`config.mk`:
```
export PLATFORM = sky130hd
export DESIGN_NAME = bcm_row_sequencer
export DESIGN_NICKNAME = d
export VERILOG_FILES = /design/src/rtl/bcm_row_sequencer.sv
export SDC_FILE = /design/constraint.sdc
export NUM_CORES = 1
export LEC_CHECK = 0
export ABC_AREA = 1
export CELL_PAD_IN_SITES_DETAIL_PLACEMENT = 0
export CELL_PAD_IN_SITES_GLOBAL_PLACEMENT = 2
export CORE_MARGIN = 4
export CORE_UTILIZATION = 35
export DETAILED_ROUTE_END_ITERATION = 12
export PLACE_DENSITY = 0.89
export SETUP_SLACK_MARGIN = 0.2
export SLEW_MARGIN = 20
export SYNTH_ARGS = -nofsm -noshare
export SYNTH_HDL_FRONTEND = slang
export SYNTH_SLANG_ARGS = --single-unit
```
`constraint.sdc`:
```
create_clock -name clk_in -period 3.1 [get_ports clk_in]
set_input_delay 0.31 -clock clk_in [delete_from_list [all_inputs] [get_ports clk_in]]
set_output_delay 0.31 -clock clk_in [all_outputs]
set_load 0.02 [all_outputs]
```
`src/rtl/bcm_row_sequencer.sv`:
```
// Binary-coded-modulation row/plane sequencer: requests column shifts, strobes row_latch
// and hands each display period to the OE timeout block. Optional macro: BCM_OE_WATCHDOG_EN.
module bcm_row_sequencer #(
    parameter int unsigned N               = 8,
    parameter int unsigned ROW_BITS        = 4,
    parameter int unsigned LATCH_CYCLES    = 2,
    parameter int unsigned WATCHDOG_CYCLES = 4096
) (
    input  logic                clk_in,
    input  logic                reset,
    input  logic                enable,
    input  logic                shift_done,
    input  logic                output_enable,
    output logic                shift_start,
    output logic                row_latch,
    output logic [N-1:0]        brightness_mask_active,
    output logic [ROW_BITS-1:0] row_address,
    output logic                frame_start,
    output logic                oe_fault
);

    localparam int unsigned PLANE_W = (N > 1) ? $clog2(N) : 1;
    localparam int unsigned LAT_W   = (LATCH_CYCLES > 1) ? $clog2(LATCH_CYCLES) : 1;

    typedef enum logic [2:0] {
        IDLE,
        SHIFT_REQ,
        SHIFT_WAIT,
        OE_WAIT,
        LATCH
    } state_t;

    state_t              state;
    logic [PLANE_W-1:0]  plane_ptr;
    logic [ROW_BITS-1:0] row_ptr;
    logic [LAT_W-1:0]    lat_cnt;
    logic                oe_pending;
    logic                wd_expire;

    // Elaboration guard on parameter ranges
    if (LATCH_CYCLES < 1 || WATCHDOG_CYCLES < 1) begin : g_bad_param
        $error("bcm_row_sequencer: LATCH_CYCLES and WATCHDOG_CYCLES must be >= 1");
    end

    always_ff @(posedge clk_in or negedge reset) begin
        if (!reset) begin
            state                  <= IDLE;
            shift_start            <= 1'b0;
            row_latch              <= 1'b0;
            brightness_mask_active <= '0;
            row_address            <= '0;
            frame_start            <= 1'b0;
            plane_ptr              <= '0;
            row_ptr                <= '0;
            lat_cnt                <= '0;
            oe_pending             <= 1'b0;
        end else begin
            shift_start <= 1'b0;
            frame_start <= 1'b0;
            // Any visible OE activity retires the pending display, even while shifting
            if (output_enable || wd_expire) begin
                oe_pending <= 1'b0;
            end

            case (state)
                IDLE: begin
                    if (enable) begin
                        state       <= SHIFT_REQ;
                        shift_start <= 1'b1;
                    end
                end
                SHIFT_REQ: state <= SHIFT_WAIT;
                SHIFT_WAIT: begin
                    if (shift_done) begin
                        state <= OE_WAIT;
                    end
                end
                OE_WAIT: begin
                    if (!output_enable && !oe_pending) begin
                        state                  <= LATCH;
                        row_latch              <= 1'b1;
                        lat_cnt                <= '0;
                        brightness_mask_active <= N'(1) << plane_ptr;
                        row_address            <= row_ptr;
                        frame_start            <= (row_ptr == '0) && (plane_ptr == '0);
                        if (plane_ptr == PLANE_W'(N - 1)) begin
                            plane_ptr <= '0;
                            row_ptr   <= row_ptr + ROW_BITS'(1);
                        end else begin
                            plane_ptr <= plane_ptr + PLANE_W'(1);
                        end
                    end
                end
                LATCH: begin
                    if (lat_cnt == LAT_W'(LATCH_CYCLES - 1)) begin
                        row_latch  <= 1'b0;
                        oe_pending <= 1'b1;
                        if (enable) begin
                            state       <= SHIFT_REQ;
                            shift_start <= 1'b1;
                        end else begin
                            state     <= IDLE;
                            plane_ptr <= '0;
                            row_ptr   <= '0;
                        end
                    end else begin
                        lat_cnt <= lat_cnt + LAT_W'(1);
                    end
                end
                default: state <= IDLE;
            endcase
        end
    end

`ifdef BCM_OE_WATCHDOG_EN
    localparam int unsigned WD_W = $clog2(WATCHDOG_CYCLES + 1);

    logic [WD_W-1:0] wd_cnt;

    assign wd_expire = oe_pending && (wd_cnt == WD_W'(WATCHDOG_CYCLES - 1));

    // Counts cycles a display period has been owed but not seen; fault is sticky
    always_ff @(posedge clk_in or negedge reset) begin
        if (!reset) begin
            wd_cnt   <= '0;
            oe_fault <= 1'b0;
        end else if (!oe_pending) begin
            wd_cnt <= '0;
        end else if (wd_expire) begin
            wd_cnt   <= '0;
            oe_fault <= 1'b1;
        end else begin
            wd_cnt <= wd_cnt + WD_W'(1);
        end
    end
`else
    assign wd_expire = 1'b0;
    assign oe_fault  = 1'b0;
`endif

endmodule

```
# After elaboration in Yosys (flattened, before gate mapping)
# Index checks and enable logic that the tools add are counted.
[classes]
n_addsub = 3
n_eq_ne = 11
shift = 1
n_mux = 30
n_reduce_logical = 14
[op_table]
columns = ["operator", "n"]
rows = [
  ["3-bit two-way mux", 8],
  ["4-bit two-way mux", 4],
  ["3-bit case mux with 5 select lines", 1],
  ["1-bit two-way mux", 12],
  ["2-bit inequality test (second input constant)", 6],
  ["4-bit case mux with 2 select lines", 1],
  ["4-bit AND reduction", 2],
  ["1-bit by 3-bit left shift with 8-bit output (first input constant)", 1],
  ["3-bit by 2-bit equality test with 1-bit output (second input constant)", 2],
  ["3-bit equality test (second input constant)", 2],
  ["3-bit logical NOT", 2],
  ["1-bit case mux with 2 select lines", 3],
  ["3-bit case mux with 2 select lines", 1],
  ["5-bit AND reduction", 1],
  ["4-bit by 1-bit adder with 4-bit output (second input constant)", 1],
  ["4-bit logical NOT", 1],
  ["2-bit AND reduction", 2],
  ["3-bit by 1-bit adder with 3-bit output (second input constant)", 1],
  ["3-bit by 1-bit equality test with 1-bit output (second input constant)", 1],
  ["3-bit AND reduction", 1],
  ["1-bit logical AND", 2],
  ["1-bit logical NOT", 2],
  ["2-bit nonzero test", 1],
  ["1-bit adder (second input constant)", 1],
]
[totals]
register_bits = 27
in_bits = 5
out_inout_bits = 16
word_cells = 69

# Longest topological paths before layout
# Gate-level depths: netlist of run 1.
[depth]
word_depth = 4
depth_mapped = 9
mapped_depth_nobuf = 9

# Least setup slack after synthesis of run 1
# OpenSTA, ideal clock, no wires.
[synth_path]
path_kind = "register -> register"
start = "register plane_ptr[0]"
end = "register row_ptr[3]"
setup_time_ns = 0.116
t_arrival_ns = 1.160
required_ns = 2.984
slack_ns = 1.824
stages_incl_launch_ff = 9
n_path_buf = 0
synth_period_minus_slack_ns = 1.276
cell_sequence = "dfrtp_1 -> ha_1 -> ha_1 -> inv_1 -> nand2_1 -> nand2_1 -> inv_2 -> nand3_1 -> nand2_1"
[synth_via]
elab_chain_cells = 3
[synth_rtl]
columns = ["item", "line_no", "source"]
rows = [
  ["from (decl)", "34", "logic [PLANE_W-1:0] plane_ptr;"],
  ["from (signal assigned)", "90", "plane_ptr <= plane_ptr + PLANE_W'(1);"],
  ["3-bit equality test", "86", "if (plane_ptr == PLANE_W'(N - 1)) begin"],
  ["2-bit inequality test (no line)", "-", ""],
  ["5-bit AND reduction (no line)", "-", ""],
  ["to (signal assigned)", "88", "row_ptr <= row_ptr + ROW_BITS'(1);"],
  ["to (decl)", "35", "logic [ROW_BITS-1:0] row_ptr;"],
]
# Every way passes these cells.
# A chain may end at the register's enable or synchronous reset.

# Final worst setup path of run 1
[layout_path]
start = "register brightness_mask_active[3]"
end = "output brightness_mask_active[3]"
[layout_lines]
columns = ["item", "line_no", "source"]
rows = [
  ["from (decl)", "16", "output logic [N-1:0] brightness_mask_active,"],
  ["from (signal assigned)", "83", "brightness_mask_active <= N'(1) << plane_ptr;"],
]
# No word-level cell between the ends.

==> summary.md, run 1 <==
| Metric | Value |
|---|---|
| Placement row count | `22` |
| Largest net degree at the start of global routing | `28` |
| Startpoint types | `register` |
| # hold bufs at CTS | `0` |
| Fin Hold WS | `about 0.41 ns` |
| Status | `complete, no violations` |
| Clk sinks | `27` |
| P per Cell Area | `901 nW/µm²` |
| Avg Cell Area, Syn | `around 8.9 µm²` |
| Post-synth top area cell | `dfrtp_1` |
| Clock Skew | `around 0.0028 ns` |
| WP buf/inv | `1` |
| Worst-path fanout max | `2` |
| R2r endpoint | `row_ptr[1]` |
| CP Class | `reg2out` |
| CP max-delay cell | `clkdlybuf4s50_1` |
| Grt total ovfl | `0` |
| Leakage | `around 0.85 nW` |
| Seq. cell area | `between 600 and 700 µm²` |
| Fillers | `378` |
| Slowest stage delay, CP | `0.61 ns` |
| Synth area leaders | `dfrtp_1 (48%), nand2_1 (11%), ha_1 (7.1%), nand2_2 (6.2%), o21ai_2 (6.2%)` |
| Crit path depth | `1` |
| Vias in the first global route | `~1100` |
| Setup violations, final | `0` |
| Worst-skew pair later-pin latency | `approximately 0.27 ns` |
| Post-DP HPWL | `1940 µm` |
| Routability Congestion | `roughly 0.75` |
| CTS HTree Levels | `1` |
| Tmin final | `about 1.6 ns` |
| CTS tree | `done` |
| Multi-input gate area | `638 µm²` |
| Crit path max-delay family | `buffers and inverters` |
| Crit path cell chain | `clkdlybuf4s50_1` |
| Highest metal used | `met4` |
| Number of nets with antenna violations after routing | `0` |
| Synth warnings | `0` |
| Die X | `about 72 µm` |
| Port Buffers | `19` |
| Cell Area, Synth | `around 1400 µm²` |
| Register bit count reported by yosys | `27` |
| Layout cell share with drive strength beyond 1 | `between 20% and 30%` |
| Io pins | `21` |
| Vias | `just over 1000` |
| Drt wl/cell | `about 11 µm` |
| RSZ-0062 raised after global routing | `no` |
| Iter 0 DRT Violations | `36` |
| Final Hold Violating Endpoints | `0` |
| Register-to-register setup slack | `approximately 1.6 ns` |
| Core area | `~3800 µm²` |
| DR WL met3 | `around 120 µm` |
| Synth unique cells | `23` |
| Antenna diodes | `0` |
| Nets | `193` |
| Area Overhead vs Synth | `19.2%` |
| Maximum vdd drop | `0.000304 V` |
| Max Slew Vio Count | `0` |
| Setup WS pre-CTS | `1.45 ns` |
| Initial antenna violation count | `0` |
| Clock Tree Root | `clkbuf_8` |
| Hold WC Path Type | `in2async` |
| Routed length on met2 | `1190 µm` |
| # DRC | `0` |
| Maxcap violations | `0` |
| Worst reg2reg path startpoint | `state[2]` |
| DRT Pass-1 Iters | `4` |
| FMAX | `roughly 640 MHz` |
| Critical Path Sink | `brightness_mask_active[3]` |
| Cts repair resizes | `0` |
| WL final | `approximately 2600 µm` |
| Die height | `71.6 µm` |
| Tcrit/Tclk final | `50.7%` |
| Die area | `a little over 5000 µm²` |
| Post-CTS Setup Repair Bufs | `0` |
| First-pass GRT wire length | `around 4600 µm` |
| Critical Path Start | `brightness_mask_active[3]` |
| Worst EP arrival | `about 1.3 ns` |
| Setup crit end kind | `output port` |
| Reg clk slew, reported paths | `0.10 ns` |
| Metal-1 WL | `about 1300 µm` |
| Sequential area share after synthesis | `about 48%` |
| Initial core utilization | `37.5%` |
| Min setup slack post-route | `between 1.5 and 2 ns` |
| Num CTS Buffers | `3` |
| Worst path required time | `approximately 2.8 ns` |
| Via density | `4.57` |
| Top cell type's share of synthesized area | `between 40% and 50%` |
| Syn Inst Count | `between 150 and 200` |
| Setup tns final | `0 ns` |
| Reg2Reg Depth | `5` |
| CTS max path bufs | `2` |
| Total track usage | `about 11%` |
| Post-synthesis net count | `172` |
[state kept, by name, indices dropped and copies added (netlist names)]
signal                  count
shift_start                 1
frame_start                 1
row_latch                   1
brightness_mask_active      8
row_ptr                     4
lat_cnt                     1
plane_ptr                   3
state                       3
oe_pending                  1
row_address                 4
[power by group]
| group | switching [mW] | total (mW) | internal [mW] |
|---|---|---|---|
| clock network | 0.113 | 0.204 | 0.0911 |
| registers | 0.118 | 0.593 | 0.474 |
| logic | 0.427 | 0.722 | 0.296 |
| total | 0.658 | 1.52 | 0.861 |
[synthesized netlist by cell type]
cell,number
nor2_2,2
buf_6,2
nand2_1,41
dfrtp_1,27
xor2_1,1
nand3_2,1
o21ai_2,10
clkinv_2,1
nor2_1,12
nor2_8,1
conb_1,1
nand2_2,14
inv_2,3
ha_1,8
buf_2,1
buf_4,1
o21ai_1,2
nand2_4,1
nor3b_1,1
inv_1,13
o21ai_0,2
a21oi_1,1
nand3_1,13
[logic make-up after synthesis]
logic type,synth area share [%]
buffers and inverters,7.08
adder cells (fa/ha/maj),7.08
AO/OA/AOI/OAI,7.96
XOR/XNOR,0.620
AND/OR/NAND/NOR,29.2
flip-flops,47.8
other,0.265
[per-stage QoR]
step                      power [mW]  std cells  area [µm²]  utilization [%]
after floorplan                 1.11        159        1410                -
final                           1.52        227        1690             44.7
after global routing            1.66        227        1690             44.7
after global placement          1.32        223        1640             43.4
after CTS                       1.55        227        1690             44.7
after detailed placement        1.33        223        1640             43.4
[how the worst min path moves through the flow]
stage,from,end,slack [ns],cells past startpoint
after floorplan,reset,brightness_mask_active[0],0.01,0
after detailed placement,row_latch,row_latch,0.46,2
after CTS,reset,row_address[2],0.42,2
after global placement,row_ptr[3],row_ptr[3],0.46,2
final,reset,row_address[2],0.41,2
after global routing,reset,row_address[2],0.45,2
[per-layer routing]
metal	track usage, %	vias up
met4	3.55	0
li1	-	532
met3	1.96	2
met2	17.3	23
met5	0	-
met1	14.7	480
[cell usage in the layout (no fill, tap or decap), drive strengths merged]
cell | Yosys | routed
a21oi | 1 | 1
conb | 1 | 1
clkinv | 1 | 1
nand3 | 14 | 14
nand2 | 56 | 56
o21ai | 14 | 14
nor3b | 1 | 1
clkdlybuf4s50 | 0 | 19
xor2 | 1 | 1
buf | 4 | 1
ha | 8 | 8
nor2 | 15 | 15
clkinvlp | 0 | 1
inv | 16 | 16
dfrtp | 27 | 27
clkbuf | 0 | 3
[area by class of cell]
| class | count | area share (%) |
|---|---|---|
| multi-input combinational | 111 | 37.9 |
| tap | 48 | 3.56 |
| clock inverter | 1 | 0.445 |
| clock buffer | 3 | 2.45 |
| sequential | 27 | 40.1 |
| inverter | 17 | 3.86 |
| timing repair buffer | 20 | 11.7 |
Power figures use the tool's default switching activity.
==> run 2: changes to the inputs <==
CORE_UTILIZATION = 32   (was 35)
PLACE_DENSITY = 0.83   (was 0.89)
clock period = 1.54 ns   (was 3.1 ns; I/O delays follow)
==> summary.md, run 2 (synthesis results as in run 1) <==
| Metric | Value |
|---|---|
| Iter 0 DRT Violations | `30 (-17%)` |
| Biggest registers after layout | `brightness_mask_active (8), row_address (4), row_ptr (4)` |
| Placement row count | `23 (+4.5%)` |
| Crit path max-delay family | `flip-flops` |
| Die height | `74.5 µm (+4.1%)` |
| Routability Congestion | `0.859 (+14%)` |
| Num CTS Buffers | `3 (unchanged)` |
| # hold bufs at CTS | `0 (unchanged)` |
| # DRC | `0 (unchanged)` |
| Tcrit/Tclk final | `83.9%` |
| Fin Hold WS | `0.246 ns (-0.162 ns)` |
| Port Buffers | `19 (unchanged)` |
| Grt total ovfl | `0 (unchanged)` |
| CP max-delay cell | `dfrtp_1` |
| Status | `complete, no violations` |
| Drt wl/cell | `11.7 µm (+2.9%)` |
| WL final | `2750 µm (+7.0%)` |
| Setup tns final | `0 ns (unchanged)` |
| CTS max path bufs | `2 (unchanged)` |
| Initial antenna violation count | `0 (unchanged)` |
| Maximum vdd drop | `0.000668 V (+120%)` |
| Most frequent cells in the layout | `nand2_1 (38), dfrtp_1 (23), nand2_2 (16), dlygate4sd2_1 (15)` |
| Clock Tree Root | `clkbuf_8` |
| WP buf/inv | `3 (+2)` |
| Worst-path fanout max | `3 (+1)` |
| Total power | `3.20 mW (+110%)` |
| Fin area | `1800 µm² (+6.8%)` |
| DRT Pass-1 Iters | `4 (unchanged)` |
| Crit path cell chain | `buf_4, buf_4, inv_2, ha_1, nand2_1, nor2_1, nand3_1, nand2_1` |
| Total track usage | `11.4% (+0.63 points)` |
| Worst-skew pair later-pin latency | `0.27 ns (about the same)` |
| Finished Layout Cells | `236 (+4.0%)` |
| Post-DP HPWL | `2120 µm (+9.6%)` |
| Top reg by flops | `brightness_mask_active` |
| CTS HTree Levels | `1 (unchanged)` |
| Vias in the first global route | `1064 (-1.6%)` |
| Placed cells | `227 (+1.8%)` |
| Core area | `4140 µm² (+9.9%)` |
| Maxcap violations | `0 (unchanged)` |
| Number of nets with antenna violations after routing | `0 (unchanged)` |
| Hold WC Path Type | `in2async` |
| Clock Skew | `0.00300 ns (+0.000178 ns)` |
| Io pins | `21 (unchanged)` |
| Leakage | `0.931 nW (+10%)` |
| Setup violations, final | `0 (unchanged)` |
| FMAX | `774 MHz` |
| Initial core utilization | `34.1% (-3.4 points)` |
| Setup crit end kind | `register` |
| Die X | `74.5 µm (+4.1%)` |
| Max FFs per register | `8 (unchanged)` |
| Via density | `4.43 (-3.1%)` |
| Clk sinks | `27 (unchanged)` |
| Final Hold Violating Endpoints | `0 (unchanged)` |
| CTS tree | `done` |
| Startpoint types | `register` |
| Slowest stage delay, CP | `0.40 ns (-0.21 ns)` |
| Nets | `200 (+3.6%)` |
| Commonest non-fill, non-tap cell in the layout | `nand2_1` |
| Worst path required time | `1.71 ns (-1.08 ns)` |
| Max Slew Vio Count | `0 (unchanged)` |
| Antenna diodes | `0 (unchanged)` |
| Placed cell area | `1670 µm² (+1.8%)` |
| Layout cell share with drive strength beyond 1 | `31.2% (+10 points)` |
| Worst EP arrival | `1.46 ns (+0.20 ns)` |
| Reg clk slew, reported paths | `0.10 ns (about the same)` |
| Area Overhead vs Synth | `27.3%` |
| Tmin final | `roughly 1.3 ns` |
| CP Class | `reg2reg` |
| RSZ-0062 raised after global routing | `no` |
| First-pass GRT wire length | `5000 µm (+9.5%)` |
| Die area | `5550 µm² (+8.3%)` |
| Vias | `1045 (+0.77%)` |
| P per Cell Area | `1770 nW/µm² (+97%)` |
| Largest net degree at the start of global routing | `28 (unchanged)` |
-- run 2: layout make-up --
class | instances | area, µm²
fill | 436 | 2340
multi-input combinational | 111 | 697
sequential | 27 | 681
tap | 50 | 62.6
inverter | 17 | 67.6
clock buffer | 3 | 41.3
clock inverter | 1 | 7.51
timing repair buffer | 27 | 244
-- run 2: through the flow --
stage,utilization (%),setup WS [ns]
5_1_grt,43.4,0.173
3_3_place_gp,40.2,0.125
4_1_cts,41.3,0.201
6_report,43.4,0.248
2_1_floorplan,-,0.264
3_5_place_dp,40.2,0.116
-- run 2: worst paths after layout --
kind                       slack [ns]         start  cells past startpoint                   endpoint
min in group clk_in              0.48    row_ptr[3]                      2                 row_ptr[3]
max                              0.25  plane_ptr[0]                      8               plane_ptr[1]
min                              0.25         reset                      2  brightness_mask_active[7]
max in group asynchronous        1.01         reset                      2                   state[2]
min reg2reg                      0.48    row_ptr[3]                      2                 row_ptr[3]
max reg2reg                      0.25  plane_ptr[0]                      8               plane_ptr[1]
-- run 2: routing by layer --
layer,track usage (%),vias to the layer above,share of wire [%]
met4,2.37,0,0.69
met1,15.6,488,47
met5,0,-,0
met3,2.03,2,3.0
li1,-,544,-
met2,19.0,11,50
-- run 2: timing repair --
| action | CTS | global route |
|---|---|---|
| setup buffers | 2 | 3 |
| endpoints found under the setup margin | 21 | 19 |
| pin swaps | 0 | 4 |
| resized for setup | 16 | 19 |
-- run 2: power by group --
part / switching (mW) / internal [mW] / total, mW
clock: 0.232 / 0.183 / 0.415
combinational: 0.950 / 0.640 / 1.59
sequential: 0.227 / 0.964 / 1.19
total: 1.41 / 1.79 / 3.20
==> run 3: changes to the inputs <==
clock period = 1.3 ns   (was 1.54 ns; I/O delays follow)
==> summary.md, run 3 (synthesis results as in run 1) <==
| Metric | Value |
|---|---|
| First-pass GRT wire length | `5180 µm (+3.6%)` |
| Number of nets with antenna violations after routing | `0 (unchanged)` |
| Worst path required time | `1.46 ns (-0.25 ns)` |
| Die area | `5550 µm² (unchanged)` |
| Initial antenna violation count | `0 (unchanged)` |
| Maxcap violations | `0 (unchanged)` |
| FMAX | `792 MHz (+2.3%)` |
| Worst-skew pair later-pin latency | `0.27 ns (about the same)` |
| Worst-path fanout max | `10 (+7)` |
| Die height | `74.5 µm (unchanged)` |
| Tcrit/Tclk final | `97.1% (+13 points)` |
| Fillers | `420 (-3.7%)` |
| Startpoint types | `register` |
| Min setup slack post-route | `0.0372 ns (-0.210 ns)` |
| Maximum vdd drop | `0.000775 V (+16%)` |
| Max Slew Vio Count | `0 (unchanged)` |
| Most frequent cells in the layout | `nand2_1 (34), dfrtp_1 (25), buf_4 (13), nor2_1 (12)` |
| Tmin final | `1.26 ns (-0.0296 ns)` |
| CTS max path bufs | `2 (unchanged)` |
| CTS HTree Levels | `1 (unchanged)` |
| Nets | `211 (+5.5%)` |
| Drt wl/cell | `12.0 µm (+2.8%)` |
| # hold bufs at CTS | `0 (unchanged)` |
| Critical Path Start | `state[1]` |
| Fin Hold WS | `0.223 ns (-0.0223 ns)` |
| Layout cell share with drive strength beyond 1 | `44.7% (+13 points)` |
| Leakage | `1.00 nW (+7.7%)` |
| Setup violations, final | `0 (unchanged)` |
| Largest net degree at the start of global routing | `28 (unchanged)` |
| Clock Skew | `0.00964 ns (+0.00665 ns)` |
| Port Buffers | `19 (unchanged)` |
| Total track usage | `11.9% (+0.44 points)` |
| Placed cells | `234 (+3.1%)` |
| CTS tree | `done` |
| Via density | `4.61 (+4.1%)` |
| Reg clk slew, reported paths | `0.10 ns (about the same)` |
| Setup crit end kind | `register` |
| Grt total ovfl | `0 (unchanged)` |
| Worst EP arrival | `1.43 ns (-0.03 ns)` |
| P per Cell Area | `2130 nW/µm² (+20%)` |
| Clk sinks | `27 (unchanged)` |
| Top reg by flops | `brightness_mask_active` |
| Final Hold Violating Endpoints | `0 (unchanged)` |
| Worst reg2reg path startpoint | `state[1]` |
| Initial core utilization | `34.1% (unchanged)` |
| Vias | `1139 (+9.0%)` |
| Routability Congestion | `0.705 (-18%)` |
| Core area | `4140 µm² (unchanged)` |
| Vias in the first global route | `1130 (+6.2%)` |
| Iter 0 DRT Violations | `56 (+87%)` |
| Status | `complete, no violations` |
| Biggest registers after layout | `brightness_mask_active (8), row_address (4), row_ptr (4)` |
| CP Class | `reg2reg` |
| Antenna diodes | `0 (unchanged)` |
| # DRC | `0 (unchanged)` |
| Area Overhead vs Synth | `39.7%` |
| RSZ-0062 raised after global routing | `yes` |
| Post-DP HPWL | `2090 µm (-1.7%)` |
| Commonest non-fill, non-tap cell in the layout | `nand2_1` |
| Num CTS Buffers | `3 (unchanged)` |
| Placement row count | `23 (unchanged)` |
| Die X | `74.5 µm (unchanged)` |
| WL final | `2960 µm (+7.6%)` |
| Hold WC Path Type | `in2async` |
| Io pins | `21 (unchanged)` |
| DRT Pass-1 Iters | `4 (unchanged)` |
| Max FFs per register | `8 (unchanged)` |
| Setup WS pre-CTS | `-0.0507 ns (-0.167 ns)` |
| Finished Layout Cells | `247 (+4.7%)` |
| Clock Tree Root | `clkbuf_8` |
==> run 3: changes by cell type in the layout (fill, tap and decap cells not counted), sizes merged <==
| cell | before | now |
|---|---|---|
| buf | 8 | 18 |
| clkbuf | 3 | 17 |
| clkdlybuf4s15 | 0 | 3 |
| clkinvlp | 1 | 0 |
| dlygate4sd2 | 15 | 0 |
==> run 3: per-stage QoR <==
step / utilization (%) / instance area [µm²] / power (mW) / TNS (ns)
final: 47.7 / 1980 / 4.21 / 0
after global routing: 47.7 / 1980 / 4.59 / -0.238
after CTS: 45.7 / 1890 / 4.07 / 0
after detailed placement: 42.0 / 1740 / 3.41 / -0.145
after global placement: 42.0 / 1740 / 3.36 / 0
after floorplan: - / 1440 / 2.68 / 0
==> run 3: cell type report <==
class	instances	area, µm²	area share (%)
clock buffers	4	45.0	2.28
multi-input cells	111	781	39.5
well taps	50	62.6	3.17
repair buffers	38	333	16.8
flip-flops and latches	27	678	34.3
inverters	17	76.3	3.86
==> run 3: final timing paths <==
path,to,slack (ns),cells after the start
min in group clk_in,row_latch,0.48,2
hold reg to reg,row_latch,0.48,2
setup / recovery,brightness_mask_active[7],0.04,6
setup reg to reg,brightness_mask_active[7],0.04,6
max in group asynchronous,state[0],0.79,2
hold / removal,row_address[0],0.22,2
==> run 3: layer usage <==
layer / up-vias / routed length, µm / GRT usage, %
met5: - / 0 / 0
met1: 546 / 1330 / 15.2
met2: 17 / 1500 / 20.2
met4: 0 / 21 / 4.15
met3: 2 / 107 / 2.03
li1: 574 / - / -
==> run 3: worst max-delay path, cell delays in order (launching register included) <==
cell and delay, ns:
dfrtp_1 0.43, nand2_2 0.12, nor2_8 0.19, nand2_8 0.11, clkbuf_16 0.19, nand2_4 0.05
o21ai_2 0.04
==> run 3: power by group <==
| part | total, mW | leakage (nW) | switching [mW] | internal (mW) |
|---|---|---|---|---|
| Clock | 0.476 | 0.0228 | 0.257 | 0.219 |
| Sequential | 1.43 | 0.349 | 0.292 | 1.14 |
| Combinational | 2.31 | 0.631 | 1.29 | 1.02 |
==> run 3: repair_timing <==
action                                  in CTS  in global routing
hold endpoints to repair                     0                  0
pin swaps                                   11                  9
cloned                                       0                  2
endpoints found under the setup margin      38                 40
gates resized for setup                     49                 32
buffers inserted                             5                  2
